File: src/rtl/vga_scan_if.sv
// Scan-timer bundle: pixel in from the generator,
// sync, position and pixel out toward the DAC and generator.
interface vga_scan_if;
  logic [15:0] pixelValue;
  logic        hSync;
  logic        fSync;
  logic [15:0] pixleOutput;
  logic [9:0]  xPos;
  logic [9:0]  yPos;
  logic [9:0]  xPosAhead;
  logic        activeVideo;
  logic        frameStart;
  logic        flash;

  modport master (
    input  pixelValue,
    output hSync,
    output fSync,
    output pixleOutput,
    output xPos,
    output yPos,
    output xPosAhead,
    output activeVideo,
    output frameStart,
    output flash
  );

  modport slave (
    output pixelValue,
    input  hSync,
    input  fSync,
    input  pixleOutput,
    input  xPos,
    input  yPos,
    input  xPosAhead,
    input  activeVideo,
    input  frameStart,
    input  flash
  );
endinterface

File: src/rtl/vga_scan_timer.sv
// VGA raster counters, registered sync/pixel output stage,
// frame strobe and text flash phase.
module vga_scan_timer #(
  parameter int H_ACTIVE     = 640,
  parameter int H_FP         = 16,
  parameter int H_SYNC       = 96,
  parameter int H_BP         = 48,
  parameter int V_ACTIVE     = 480,
  parameter int V_FP         = 10,
  parameter int V_SYNC       = 2,
  parameter int V_BP         = 33,
  parameter int PREFETCH     = 1,
  parameter int FLASH_FRAMES = 16
) (
  input  logic        clkVGA,
  input  logic        rst_n,
  vga_scan_if.master  vga
);

  localparam int H_TOTAL  = H_ACTIVE + H_FP + H_SYNC + H_BP;
  localparam int V_TOTAL  = V_ACTIVE + V_FP + V_SYNC + V_BP;
  localparam int HS_START = H_ACTIVE + H_FP;
  localparam int HS_END   = HS_START + H_SYNC;
  localparam int VS_START = V_ACTIVE + V_FP;
  localparam int VS_END   = VS_START + V_SYNC;
  localparam int FW =
    (FLASH_FRAMES > 1) ? $clog2(FLASH_FRAMES) : 1;

  logic [9:0]    h_cnt;
  logic [9:0]    v_cnt;
  logic [FW-1:0] flash_cnt;
  logic          flash_q;
  logic          h_last;
  logic          v_last;
  logic          frame_wrap;
  logic          h_in_sync;
  logic          v_in_sync;
  logic          in_active;
  logic          h_sync_q;
  logic          f_sync_q;
  logic          active_q;
  logic          start_q;
  logic [15:0]   pix_q;
  logic [10:0]   ahead_sum;
  logic [9:0]    ahead;

  assign h_last     = (h_cnt == 10'(H_TOTAL - 1));
  assign v_last     = (v_cnt == 10'(V_TOTAL - 1));
  assign frame_wrap = h_last && v_last;

  assign h_in_sync = (h_cnt >= 10'(HS_START)) &&
                     (h_cnt <  10'(HS_END));
  assign v_in_sync = (v_cnt >= 10'(VS_START)) &&
                     (v_cnt <  10'(VS_END));
  assign in_active = (h_cnt < 10'(H_ACTIVE)) &&
                     (v_cnt < 10'(V_ACTIVE));

  always_ff @(posedge clkVGA or negedge rst_n) begin
    if (!rst_n) begin
      h_cnt <= '0;
      v_cnt <= '0;
    end else if (h_last) begin
      h_cnt <= '0;
      v_cnt <= v_last ? '0 : v_cnt + 10'd1;
    end else begin
      h_cnt <= h_cnt + 10'd1;
    end
  end

  // Flash phase flips on the wrap that completes every
  // FLASH_FRAMES-th frame.
  always_ff @(posedge clkVGA or negedge rst_n) begin
    if (!rst_n) begin
      flash_cnt <= '0;
      flash_q   <= 1'b0;
    end else if (frame_wrap) begin
      if (flash_cnt == FW'(FLASH_FRAMES - 1)) begin
        flash_cnt <= '0;
        flash_q   <= ~flash_q;
      end else begin
        flash_cnt <= flash_cnt + FW'(1);
      end
    end
  end

  // One pipeline stage: everything here reflects the
  // counters as they stood before the edge.
  always_ff @(posedge clkVGA or negedge rst_n) begin
    if (!rst_n) begin
      h_sync_q <= 1'b1;
      f_sync_q <= 1'b1;
      active_q <= 1'b0;
      start_q  <= 1'b0;
      pix_q    <= '0;
    end else begin
      h_sync_q <= ~h_in_sync;
      f_sync_q <= ~v_in_sync;
      active_q <= in_active;
      start_q  <= (h_cnt == '0) && (v_cnt == '0);
      pix_q    <= in_active ? vga.pixelValue : '0;
    end
  end

  assign ahead_sum = {1'b0, h_cnt} + 11'(PREFETCH);

  always_comb begin
    ahead = ahead_sum[9:0];
    if (ahead_sum >= 11'(H_TOTAL))
      ahead = 10'(ahead_sum - 11'(H_TOTAL));
  end

  assign vga.xPos        = h_cnt;
  assign vga.yPos        = v_cnt;
  assign vga.xPosAhead   = ahead;
  assign vga.hSync       = h_sync_q;
  assign vga.fSync       = f_sync_q;
  assign vga.activeVideo = active_q;
  assign vga.frameStart  = start_q;
  assign vga.pixleOutput = pix_q;
  assign vga.flash       = flash_q;

endmodule

File: src/flat_wrapper.sv
// flat-port wrapper written by rule: the top's interface ports become plain ports
module vga_scan_timer_flat 
#(
  parameter int H_ACTIVE     = 640,
  parameter int H_FP         = 16,
  parameter int H_SYNC       = 96,
  parameter int H_BP         = 48,
  parameter int V_ACTIVE     = 480,
  parameter int V_FP         = 10,
  parameter int V_SYNC       = 2,
  parameter int V_BP         = 33,
  parameter int PREFETCH     = 1,
  parameter int FLASH_FRAMES = 16
)
  (clkVGA, rst_n, vga_pixelValue, vga_hSync, vga_fSync, vga_pixleOutput, vga_xPos, vga_yPos, vga_xPosAhead, vga_activeVideo, vga_frameStart, vga_flash);
  vga_scan_if vga_i ();
  input  logic clkVGA;
  input  logic rst_n;
  input wire logic [$bits(vga_i.pixelValue)-1:0] vga_pixelValue;
  output wire logic [$bits(vga_i.hSync)-1:0] vga_hSync;
  output wire logic [$bits(vga_i.fSync)-1:0] vga_fSync;
  output wire logic [$bits(vga_i.pixleOutput)-1:0] vga_pixleOutput;
  output wire logic [$bits(vga_i.xPos)-1:0] vga_xPos;
  output wire logic [$bits(vga_i.yPos)-1:0] vga_yPos;
  output wire logic [$bits(vga_i.xPosAhead)-1:0] vga_xPosAhead;
  output wire logic [$bits(vga_i.activeVideo)-1:0] vga_activeVideo;
  output wire logic [$bits(vga_i.frameStart)-1:0] vga_frameStart;
  output wire logic [$bits(vga_i.flash)-1:0] vga_flash;
  assign vga_i.pixelValue = vga_pixelValue;
  assign vga_hSync = vga_i.hSync;
  assign vga_fSync = vga_i.fSync;
  assign vga_pixleOutput = vga_i.pixleOutput;
  assign vga_xPos = vga_i.xPos;
  assign vga_yPos = vga_i.yPos;
  assign vga_xPosAhead = vga_i.xPosAhead;
  assign vga_activeVideo = vga_i.activeVideo;
  assign vga_frameStart = vga_i.frameStart;
  assign vga_flash = vga_i.flash;
  vga_scan_timer #(.H_ACTIVE(H_ACTIVE), .H_FP(H_FP), .H_SYNC(H_SYNC), .H_BP(H_BP), .V_ACTIVE(V_ACTIVE), .V_FP(V_FP), .V_SYNC(V_SYNC), .V_BP(V_BP), .PREFETCH(PREFETCH), .FLASH_FRAMES(FLASH_FRAMES)) u_core (.clkVGA(clkVGA), .rst_n(rst_n), .vga(vga_i));
endmodule
File: config.mk
export PLATFORM = sky130hd
export DESIGN_NAME = vga_scan_timer_flat
export DESIGN_NICKNAME = d
export VERILOG_FILES = /design/src/rtl/vga_scan_if.sv /design/src/rtl/vga_scan_timer.sv /design/src/flat_wrapper.sv
export SDC_FILE = /design/constraint.sdc
export NUM_CORES = 1
export LEC_CHECK = 0
export CAP_MARGIN = 20
export CORE_MARGIN = 2
export CORE_UTILIZATION = 35
export DETAILED_ROUTE_END_ITERATION = 12
export HOLD_SLACK_MARGIN = 0.03
export PLACE_DENSITY = 0.73
export SLEW_MARGIN = 20
export SYNTH_ARGS = -nofsm -noshare
export SYNTH_HDL_FRONTEND = slang
export SYNTH_SLANG_ARGS = --single-unit
export TNS_END_PERCENT = 100
File: constraint.sdc
create_clock -name clkVGA -period 2.9 [get_ports clkVGA]
set_input_delay 0.29 -clock clkVGA [delete_from_list [all_inputs] [get_ports clkVGA]]
set_output_delay 0.29 -clock clkVGA [all_outputs]
set_load 0.005 [all_outputs]
; ---- Word-level counts from Yosys, hierarchy flattened
; Index checks and enable logic that the tools add are counted.
[word_totals]
reg_bits = 45
mem_bits_rw = 0
rom_bits = 0
output_inout_bits = 51
elab_cells = 40
latchBits = 0
n_memories = 0
in_bits = 18
[classes]
muxes = 5
bitwise = 3
n_mul = 0
reduce_logical = 8
eq_ne = 3
addsub = 5
shift = 0
n_lt_le_gt_ge = 7
div_mod_pow = 0
[ops]
columns = cell, n
row1 = 10-bit two-way mux, 3
row2 = "10-bit by 1-bit adder with 10-bit output, second input constant", 2
row3 = "10-bit == test, second input constant", 2
row4 = 10-bit zero test, 2
row5 = "10-bit less-than comparator, second input constant", 2
row6 = "10-bit by 9-bit less-than comparator with 1-bit output, second input constant", 2
row7 = 16-bit two-way mux, 1
row8 = "10-bit by 1-bit adder with 11-bit output, second input constant", 1
row9 = "11-bit by 10-bit greater-or-equal comparator with 1-bit output, second input constant", 1
row10 = "10-bit greater-or-equal comparator, second input constant", 1
row11 = "10-bit by 9-bit greater-or-equal comparator with 1-bit output, second input constant", 1
row12 = "10-bit subtractor, second input constant", 1
row13 = 1-bit logical AND, 5
row14 = "4-bit by 1-bit adder with 4-bit output, second input constant", 1
row15 = "4-bit == test, second input constant", 1
row16 = 4-bit two-way mux, 1
row17 = 1-bit NOT, 3
row18 = 2-bit AND reduction, 1

; ---- Longest topological paths before layout
; Gate-level depths: netlist (run 1).
[depth]
ltp_word = 3
ltp_mapped = 9
depth_no_buf = 7

; ---- Worst setup path before layout (run 1)
; Ideal clock, no wire load.
[synth_timing]
path_type = register to output
start = register u_core.h_cnt[1] (netlist: u_core.vga.xPos[1])
end = output vga_xPosAhead[6]
stages_incl_launch_ff = 9
arrival_time_ns = 2.045
setup_slack_ns = 0.565
n_path_buf = 1
t_required_ns = 2.610
cell_sequence = dfrtp_1 -> ha_1 -> buf_2 -> nand3_1 -> xor2_1 -> ha_1 -> inv_1 -> o41ai_4 -> mux2i_1
[synth_via]
elab_chain_cells = 3
elab_cells_between_ends = 4
cone_classes = add/sub (2) / order compare (1) / mux (1)
[synth_lines]
columns = item, line
row1 = "start, declared", vga_scan_timer.sv:29  ; logic [9:0] h_cnt;
row2 = "start signal, assigned", vga_scan_timer.sv:66  ; h_cnt <= h_cnt + 10'd1;
row3 = 10-bit by 1-bit adder with 11-bit output (*), vga_scan_timer.sv:104  ; assign ahead_sum = {1'b0, h_cnt} + 11'(PREFETCH);
row4 = 10-bit subtractor / 11-bit by 10-bit greater-or-equal comparator with 1-bit output (equally long branches), "vga_scan_timer.sv:109, vga_scan_timer.sv:108"
row5 = 10-bit two-way mux (*), vga_scan_timer.sv:108  ; if (ahead_sum >= 11'(H_TOTAL))
row6 = "end, declared", flat_wrapper.sv:25  ; output wire logic [$bits(vga_i.xPosAhead)-1:0] vga_xPosAhead;
; Mark *: on every way between the ends. The rest lies on a longest branch, timed or not.

; ---- Worst setup path after layout (run 1)
[layout_timing]
start = register u_core.h_cnt[4] (netlist: u_core.vga.xPos[4])
end = output vga_xPosAhead[7]
; The elaborated chain is that of the path after synthesis.

==> qor.txt, run 1 <==
Hold Crit Start -> u_core.vga.flash$_DFFE_PN0P_
NumNets Final -> 333
Place WS -> 0.147 ns
initial antenna violation count -> 0
Rows -> 29
Seq cells post-synth -> 45
maximum root-to-sink buffer count -> 2
Final Skew -> 0.00348 ns
synth unique cells -> 51
starting density of the core -> 36.4%
R2R cell count -> 8
Top Layer Used -> met4
class of the worst hold path -> reg2reg
Root Buffer -> clkbuf_8
clk_lat worst skew -> 0.30 ns
CTS tree -> yes
Port-buffer cells -> 68
Fillers -> 553
Slew @ Worst Pin -> 0.576 ns
area grow syn2layout -> 45.0%
DR WL met2 -> 2990 microns
ys async rst share -> 100%
Worst setup endpoint -> vga_xPosAhead[7]
die area -> 0.00735 sq mm
wire per inst -> 15.4 microns
Worst setup SP type -> flip-flop
reg-to-reg startpoint -> u_core.vga.xPos[0]$_DFF_PN0_
setup_tns -> 0 ns
predominant post-synthesis flop cell -> dfrtp_1
Leakage -> 1.40 nW
fin area -> 0.00339 sq mm
gr usage total -> 16.5%
Detail Route Antenna Nets -> 0
VDD IR-drop max -> 0.187 mV
post-synthesis sequential area ratio -> 48.3%
r2r setup slk -> 0.83 ns
largest net degree at the start of global routing -> 46
register cell area after layout -> 0.00113 sq mm
Max Cap Viol -> 0
Multi-input gate area -> 0.00115 sq mm
fmax -> 351 MHz
slack of the critical path -> 0.0481 ns
Final Slew Violations -> 0
Hold Crit Depth -> 1
DP Wirelength -> 4010 microns
GRT Residual Overflow -> 0
EDFF count, synth -> 0
placed cell areas -> 0.00312 sq mm
DRT Wirelength -> 5940 microns
clk slew on worst S/H paths -> 0.09 ns
Met3 Wirelength -> 377 microns
Ys Warns -> 0
H-tree levels -> 2
Finish-stage setup viols -> 0
Mapped Cells -> 220
Data required, critical path -> 2.61 ns
synthesized net count -> 245
DIE WIDTH -> 85.7 microns
failing checks -> design-rule violations
status -> complete, but fails checks
final hold vios -> 0
core region area -> 0.00642 sq mm
met1 WL -> 2500 microns
CP Launch Point -> u_core.vga.xPos[4]$_DFF_PN0_
RR Endpoint -> u_core.vga.yPos[7]$_DFFE_PN0N_
total CTS buffers -> 5
crit path capture type -> output pin
period utilization -> 98.3%
Die Y -> 85.7 microns
post-route minimum period -> 2.85 ns
Cell Area, Synth -> 0.00234 sq mm
Worst slew margin -> 61.6%
DRC violations left -> 7
mean area per synthesized cell -> 10.6 sq um
DRT Pass-1 Iters -> 10
vias per cell -> 5.17
DRT iter0 DRCs -> 134
Data arrival, critical path -> 2.56 ns
clk sinks -> 45
# IOs -> 69
GPL Wtd Cong -> 0.881
Pwr Density -> 358 mW/mm^2
critical path class -> reg2out
vias in the first global route -> 1962
Crit Path Max Fanout -> 5
n_diodes -> 0
layout cells sized above 1 -> 21.0%
vias post-DR -> 1995
first-pass GRT wire length -> 9640 microns
[sequential cells by signal (all words and copies together), names as in the netlist]
name                    count
u_core.vga.hSync            1
u_core.vga.yPos            10
u_core.vga.activeVideo      1
u_core.vga.xPos            10
u_core.vga.frameStart       1
u_core.flash_cnt            4
u_core.vga.fSync            1
u_core.vga.flash            1
u_core.vga.pixleOutput     16
[per-stage QoR]
step                total power, W  util, %  hold WS, ns  instances
floorplan                 0.000663        -     -0.00559        220
global placement          0.000719     48.6        0.465        364
detailed placement        0.000720     48.6        0.469        364
CTS                        0.00122     51.6        0.189        379
global route               0.00126     52.8        0.509        386
finish                     0.00121     52.8        0.479        386
[repair_timing]
item / CTS / global route
gates resized for setup: 12 / 7
pin swaps: 3 / 2
setup endpoints to repair: 4 / 3
setup buffers: 7 / 6
hold buffers: 0 / 1
endpoints found under the hold margin: 0 / 18
[critical path: stages, from the launching register on]
cell and delay [ns]:
dfrtp_1 0.45, buf_4 0.18, or3_1 0.44, nor3b_2 0.25, o32a_4 0.22, a21oi_1 0.08
o2bb2ai_1 0.14, clkdlybuf4s50_1 0.51
[synth_stat cells, types with 3 or more instances]
cell type / n / area (sq um)
buf_2: 5 / 25.0
or3_1: 5 / 31.3
inv_1: 6 / 22.5
nand2_1: 12 / 45.0
nand3_1: 10 / 50.1
nor2_1: 11 / 41.3
nor3_2: 3 / 30.0
nor3_1: 5 / 25.0
buf_4: 4 / 30.0
and2_1: 21 / 131
xor2_1: 7 / 61.3
o21ai_0: 8 / 40.0
a21oi_1: 5 / 25.0
xnor2_1: 12 / 105
and3_1: 3 / 18.8
nand4_1: 9 / 56.3
clkbuf_1: 3 / 11.3
dfrtp_1: 43 / 1080
ha_1: 7 / 87.6
nor4_1: 3 / 18.8
mux2_2: 3 / 33.8
[area by class of cell]
type                    instances  share of cell area, %
clock buffers                   5                   2.03
multi-input cells             156                   33.8
repair buffers                 94                   25.7
clock inverters                 3                   1.44
well taps                      77                   2.84
inverters                       6                  0.665
flip-flops and latches         45                   33.5
[power breakdown]
part	leakage, nW	internal [W]	switching [W]
Clock	0.0563	0.000263	0.000242
Combinational	0.780	0.0000441	0.0000224
Sequential	0.561	0.000638	0.00000293
Total	1.40	0.000945	0.000268
[per-layer routing]
metal | global-route usage [%] | vias up
met2 | 28.9 | 68
met5 | 0 | -
met4 | 3.90 | 0
met3 | 3.27 | 9
met1 | 21.0 | 973
li1 | - | 945
[cell usage in the layout (no fill, tap or decap), types with 2 or more instances in the layout]
cell / Yosys / final
mux2_2: 3 / 3
nand2_1: 12 / 12
nor3_2: 3 / 3
dfrtp_1: 43 / 39
or2_2: 2 / 2
inv_1: 6 / 5
ha_2: 0 / 2
xnor2_1: 12 / 11
clkdlybuf4s50_1: 0 / 64
nand3_1: 10 / 9
and2_1: 21 / 21
and3_1: 3 / 3
o21ai_0: 8 / 8
xor2_1: 7 / 6
dlygate4sd2_1: 0 / 2
dfstp_2: 2 / 2
nand4_1: 9 / 9
o2bb2ai_1: 2 / 2
nor3_1: 5 / 5
clkbuf_8: 0 / 5
nor4_1: 3 / 3
a31oi_1: 2 / 2
ha_1: 7 / 5
nor2_1: 11 / 10
a21oi_1: 5 / 5
dfrtp_2: 0 / 4
buf_4: 4 / 25
mux2i_1: 2 / 2
or3_1: 5 / 5
[worst min-delay path by stage]
stage	to	slack, ns
CTS	u_core.vga.pixleOutput[3]$_DFF_PN0_	0.19
finish	u_core.vga.flash$_DFFE_PN0P_	0.48
floorplan	u_core.flash_cnt[0]$_DFFE_PN0P_	-0.006
global route	u_core.vga.flash$_DFFE_PN0P_	0.51
detailed placement	u_core.vga.flash$_DFFE_PN0P_	0.47
global placement	u_core.vga.flash$_DFFE_PN0P_	0.46
[kinds of logic (layout without fill, tap and decap cells)]
family	after synthesis	count (layout)	synth area share (%)
buf+inv	19	108	4.28
simple gates	96	96	24.5
fa+ha+maj	7	7	3.75
mux	5	5	2.30
compound gates	29	29	9.74
xor+xnor	19	19	7.12
flops	45	45	48.3
Power figures use the tool's default switching activity.
==> inputs of run 2 (changes only) <==
--- a/config.mk
+++ b/config.mk
@@ -5,6 +5,8 @@
 export SDC_FILE = /design/constraint.sdc
 export NUM_CORES = 1
 export LEC_CHECK = 0
+export ABC_AREA = 0
+export ABC_CLOCK_PERIOD_IN_PS = 2900
 export CAP_MARGIN = 20
 export CORE_MARGIN = 2
 export CORE_UTILIZATION = 35
==> results of run 2 <==
The final DEF is identical to that of run 1; final timing and power are the same.
==> inputs of run 3 (changes only) <==
--- a/config.mk
+++ b/config.mk
@@ -10,8 +10,9 @@
 export CAP_MARGIN = 20
 export CORE_MARGIN = 2
 export CORE_UTILIZATION = 35
+export CTS_BUF_LIST = sky130_fd_sc_hd__clkbuf_4
 export DETAILED_ROUTE_END_ITERATION = 12
-export HOLD_SLACK_MARGIN = 0.03
+export HOLD_SLACK_MARGIN = 0.12
 export PLACE_DENSITY = 0.73
 export SLEW_MARGIN = 20
 export SYNTH_ARGS = -nofsm -noshare
==> run 3 against run 2 <==
The run still ends with design-rule violations left. Critical path type unchanged. Via count barely moved. Setup slack improved by 0.034 ns. Maximum frequency is 1.2% higher. Combinational power barely moved. Largest cell class unchanged. Highest routed layer unchanged. Non-clock buffer count decreased by 1.
==> qor.txt, run 3 (same netlist as run 1, synthesis figures left out) <==
status -> complete, but fails checks
failing checks -> design-rule violations
first-pass GRT wire length -> 9730 microns
slack of the critical path -> 0.0818 ns
Fillers -> 574
Die Y -> 85.7 microns
crit path capture type -> output pin
Data required, critical path -> 2.61 ns
n_diodes -> 0
layout cells sized above 1 -> 21.4%
GRT Max-Usage Layer -> met2
Worst setup SP type -> flip-flop
Clock power frac -> 37.2%
clk sinks -> 45
Pwr Density -> 335 mW/mm^2
DRT iter0 DRCs -> 158
fmax -> 355 MHz
Internal -> 0.000870 W
family with the most delay on the worst path -> compound AO/OA/AOI/OAI gates
Crit path largest cell delay -> 0.44 ns
Slowest-stage cell, CP -> dfrtp_1
fin area -> 0.00337 sq mm
Port-buffer cells -> 68
combinational share of power -> 5.9%
Sw Share -> 22.9%
total CTS buffers -> 5
class of the worst hold path -> in2async
Finish-stage setup viols -> 0
die area -> 0.00735 sq mm
vias per cell -> 5.18
Rows -> 29
placed cell areas -> 0.00312 sq mm
CTS tree -> yes
met1 GRT Util -> 21.5%
starting density of the core -> 36.4%
vias post-DR -> 1996
H-tree levels -> 2
GRT Residual Overflow -> 0
GPL Wtd Cong -> 0.881
Worst slew margin -> 61.8%
largest net degree at the start of global routing -> 46
Final Skew -> 0.00412 ns
# IOs -> 69
final hold vios -> 0
DRC violations left -> 7
commonest non-fill, non-tap cells in the layout -> 63 x clkdlybuf4s50_1, 39 x dfrtp_1, 24 x buf_4, 21 x and2_1, 12 x nand2_1
Root Buffer -> clkbuf_4
grt met2 use -> 28.7%
max FFs per register -> 16
r2r setup slk -> 0.83 ns
worst path buffer plus inverter count -> 4
post-route minimum period -> 2.82 ns
RSZ-0062 raised after global routing -> yes
most common cell after layout, fill and taps aside -> clkdlybuf4s50_1
Leakage -> 1.40 nW
clk_lat worst skew -> 0.37 ns
DP Wirelength -> 4010 microns
Place WS -> 0.147 ns
DIE WIDTH -> 85.7 microns
vias in the first global route -> 1964
worst path cell trace -> buf_4, buf_4, ha_2, nand3_1, a21oi_1, o32a_4, o41ai_4, buf_4, mux2i_1, buf_2
area grow syn2layout -> 44.1%
M3 GR Usage -> 3.56%
Max Cap Viol -> 0
Data arrival, critical path -> 2.53 ns
VDD IR-drop max -> 0.188 mV
DRT Pass-1 Iters -> 10
gr usage total -> 16.6%
Slew @ Worst Pin -> 0.572 ns
Crit Path Max Fanout -> 6
Detail Route Antenna Nets -> 0
critical path class -> reg2out
NumNets Final -> 332
Seq pwr share -> 56.9%
Final Slew Violations -> 0
maximum root-to-sink buffer count -> 2
core region area -> 0.00642 sq mm
initial antenna violation count -> 0
clk slew on worst S/H paths -> 0.15 ns
DRT Wirelength -> 5960 microns
wire per inst -> 15.5 microns
period utilization -> 97.2%
sw power -> 0.000258 W
most used cell, CP -> buf_4
## run 3: per-stage QoR
stage	util (%)	hold WS (ns)	setup TNS, ns	instances	power (W)
after floorplan	-	-0.00559	0	220	0.000663
after global routing	52.4	0.429	-0.0808	385	0.00117
final	52.4	0.427	0	385	0.00113
after detailed placement	48.6	0.469	0	364	0.000720
after global placement	48.6	0.465	0	364	0.000719
after CTS	51.3	0.435	0	380	0.00114
## run 3: layout make-up
class | count | area [sq um] | share of cell area, %
clock buffer | 5 | 37.5 | 1.11
clock inverter | 3 | 48.8 | 1.45
inverter | 6 | 22.5 | 0.669
multi-input combinational | 156 | 1160 | 34.5
sequential | 45 | 1130 | 33.7
tap | 77 | 96.3 | 2.86
timing repair buffer | 93 | 868 | 25.8
## run 3: worst paths after layout
kind | start | end | depth (start not counted)
setup / recovery | u_core.vga.xPos[1]$_DFF_PN0_ | vga_xPosAhead[6] | 10
hold / removal | rst_n | u_core.vga.pixleOutput[15]$_DFF_PN0_ | 2
setup reg to reg | u_core.vga.xPos[1]$_DFF_PN0_ | u_core.vga.yPos[7]$_DFFE_PN0N_ | 8
hold reg to reg | u_core.vga.flash$_DFFE_PN0P_ | u_core.vga.flash$_DFFE_PN0P_ | 1
max in group asynchronous | rst_n | u_core.vga.xPos[5]$_DFF_PN0_ | 2
min in group clkVGA | vga_pixelValue[9] | u_core.vga.pixleOutput[9]$_DFF_PN0_ | 2
## run 3: timing repair
| item | 4_1_cts | 5_1_grt |
|---|---|---|
| hold buffers | 1 | 0 |
| hold endpoints to repair | 43 | 0 |
| endpoints found under the setup margin | 4 | 5 |
| buffers inserted | 7 | 5 |
| resized for setup | 13 | 11 |
| pin swaps | 2 | 5 |
| cloned | 0 | 0 |
## run 3: routing by layer
layer  vias up  share of wire (%)
li1        943                  -
met4         0               0.97
met1       977                 42
met3         7                6.1
met2        69                 51
met5         -                  0
## run 3: power by group through the flow
| stage | logic, W | clock network (W) | registers [W] |
|---|---|---|---|
| 2_1_floorplan | 0.00000711 | 0 | 0.000655 |
| 3_3_place_gp | 0.0000655 | 0 | 0.000653 |
| 3_5_place_dp | 0.0000665 | 0 | 0.000654 |
| 4_1_cts | 0.0000680 | 0.000426 | 0.000642 |
| 5_1_grt | 0.0000731 | 0.000457 | 0.000643 |
| 6_report | 0.0000664 | 0.000420 | 0.000642 |
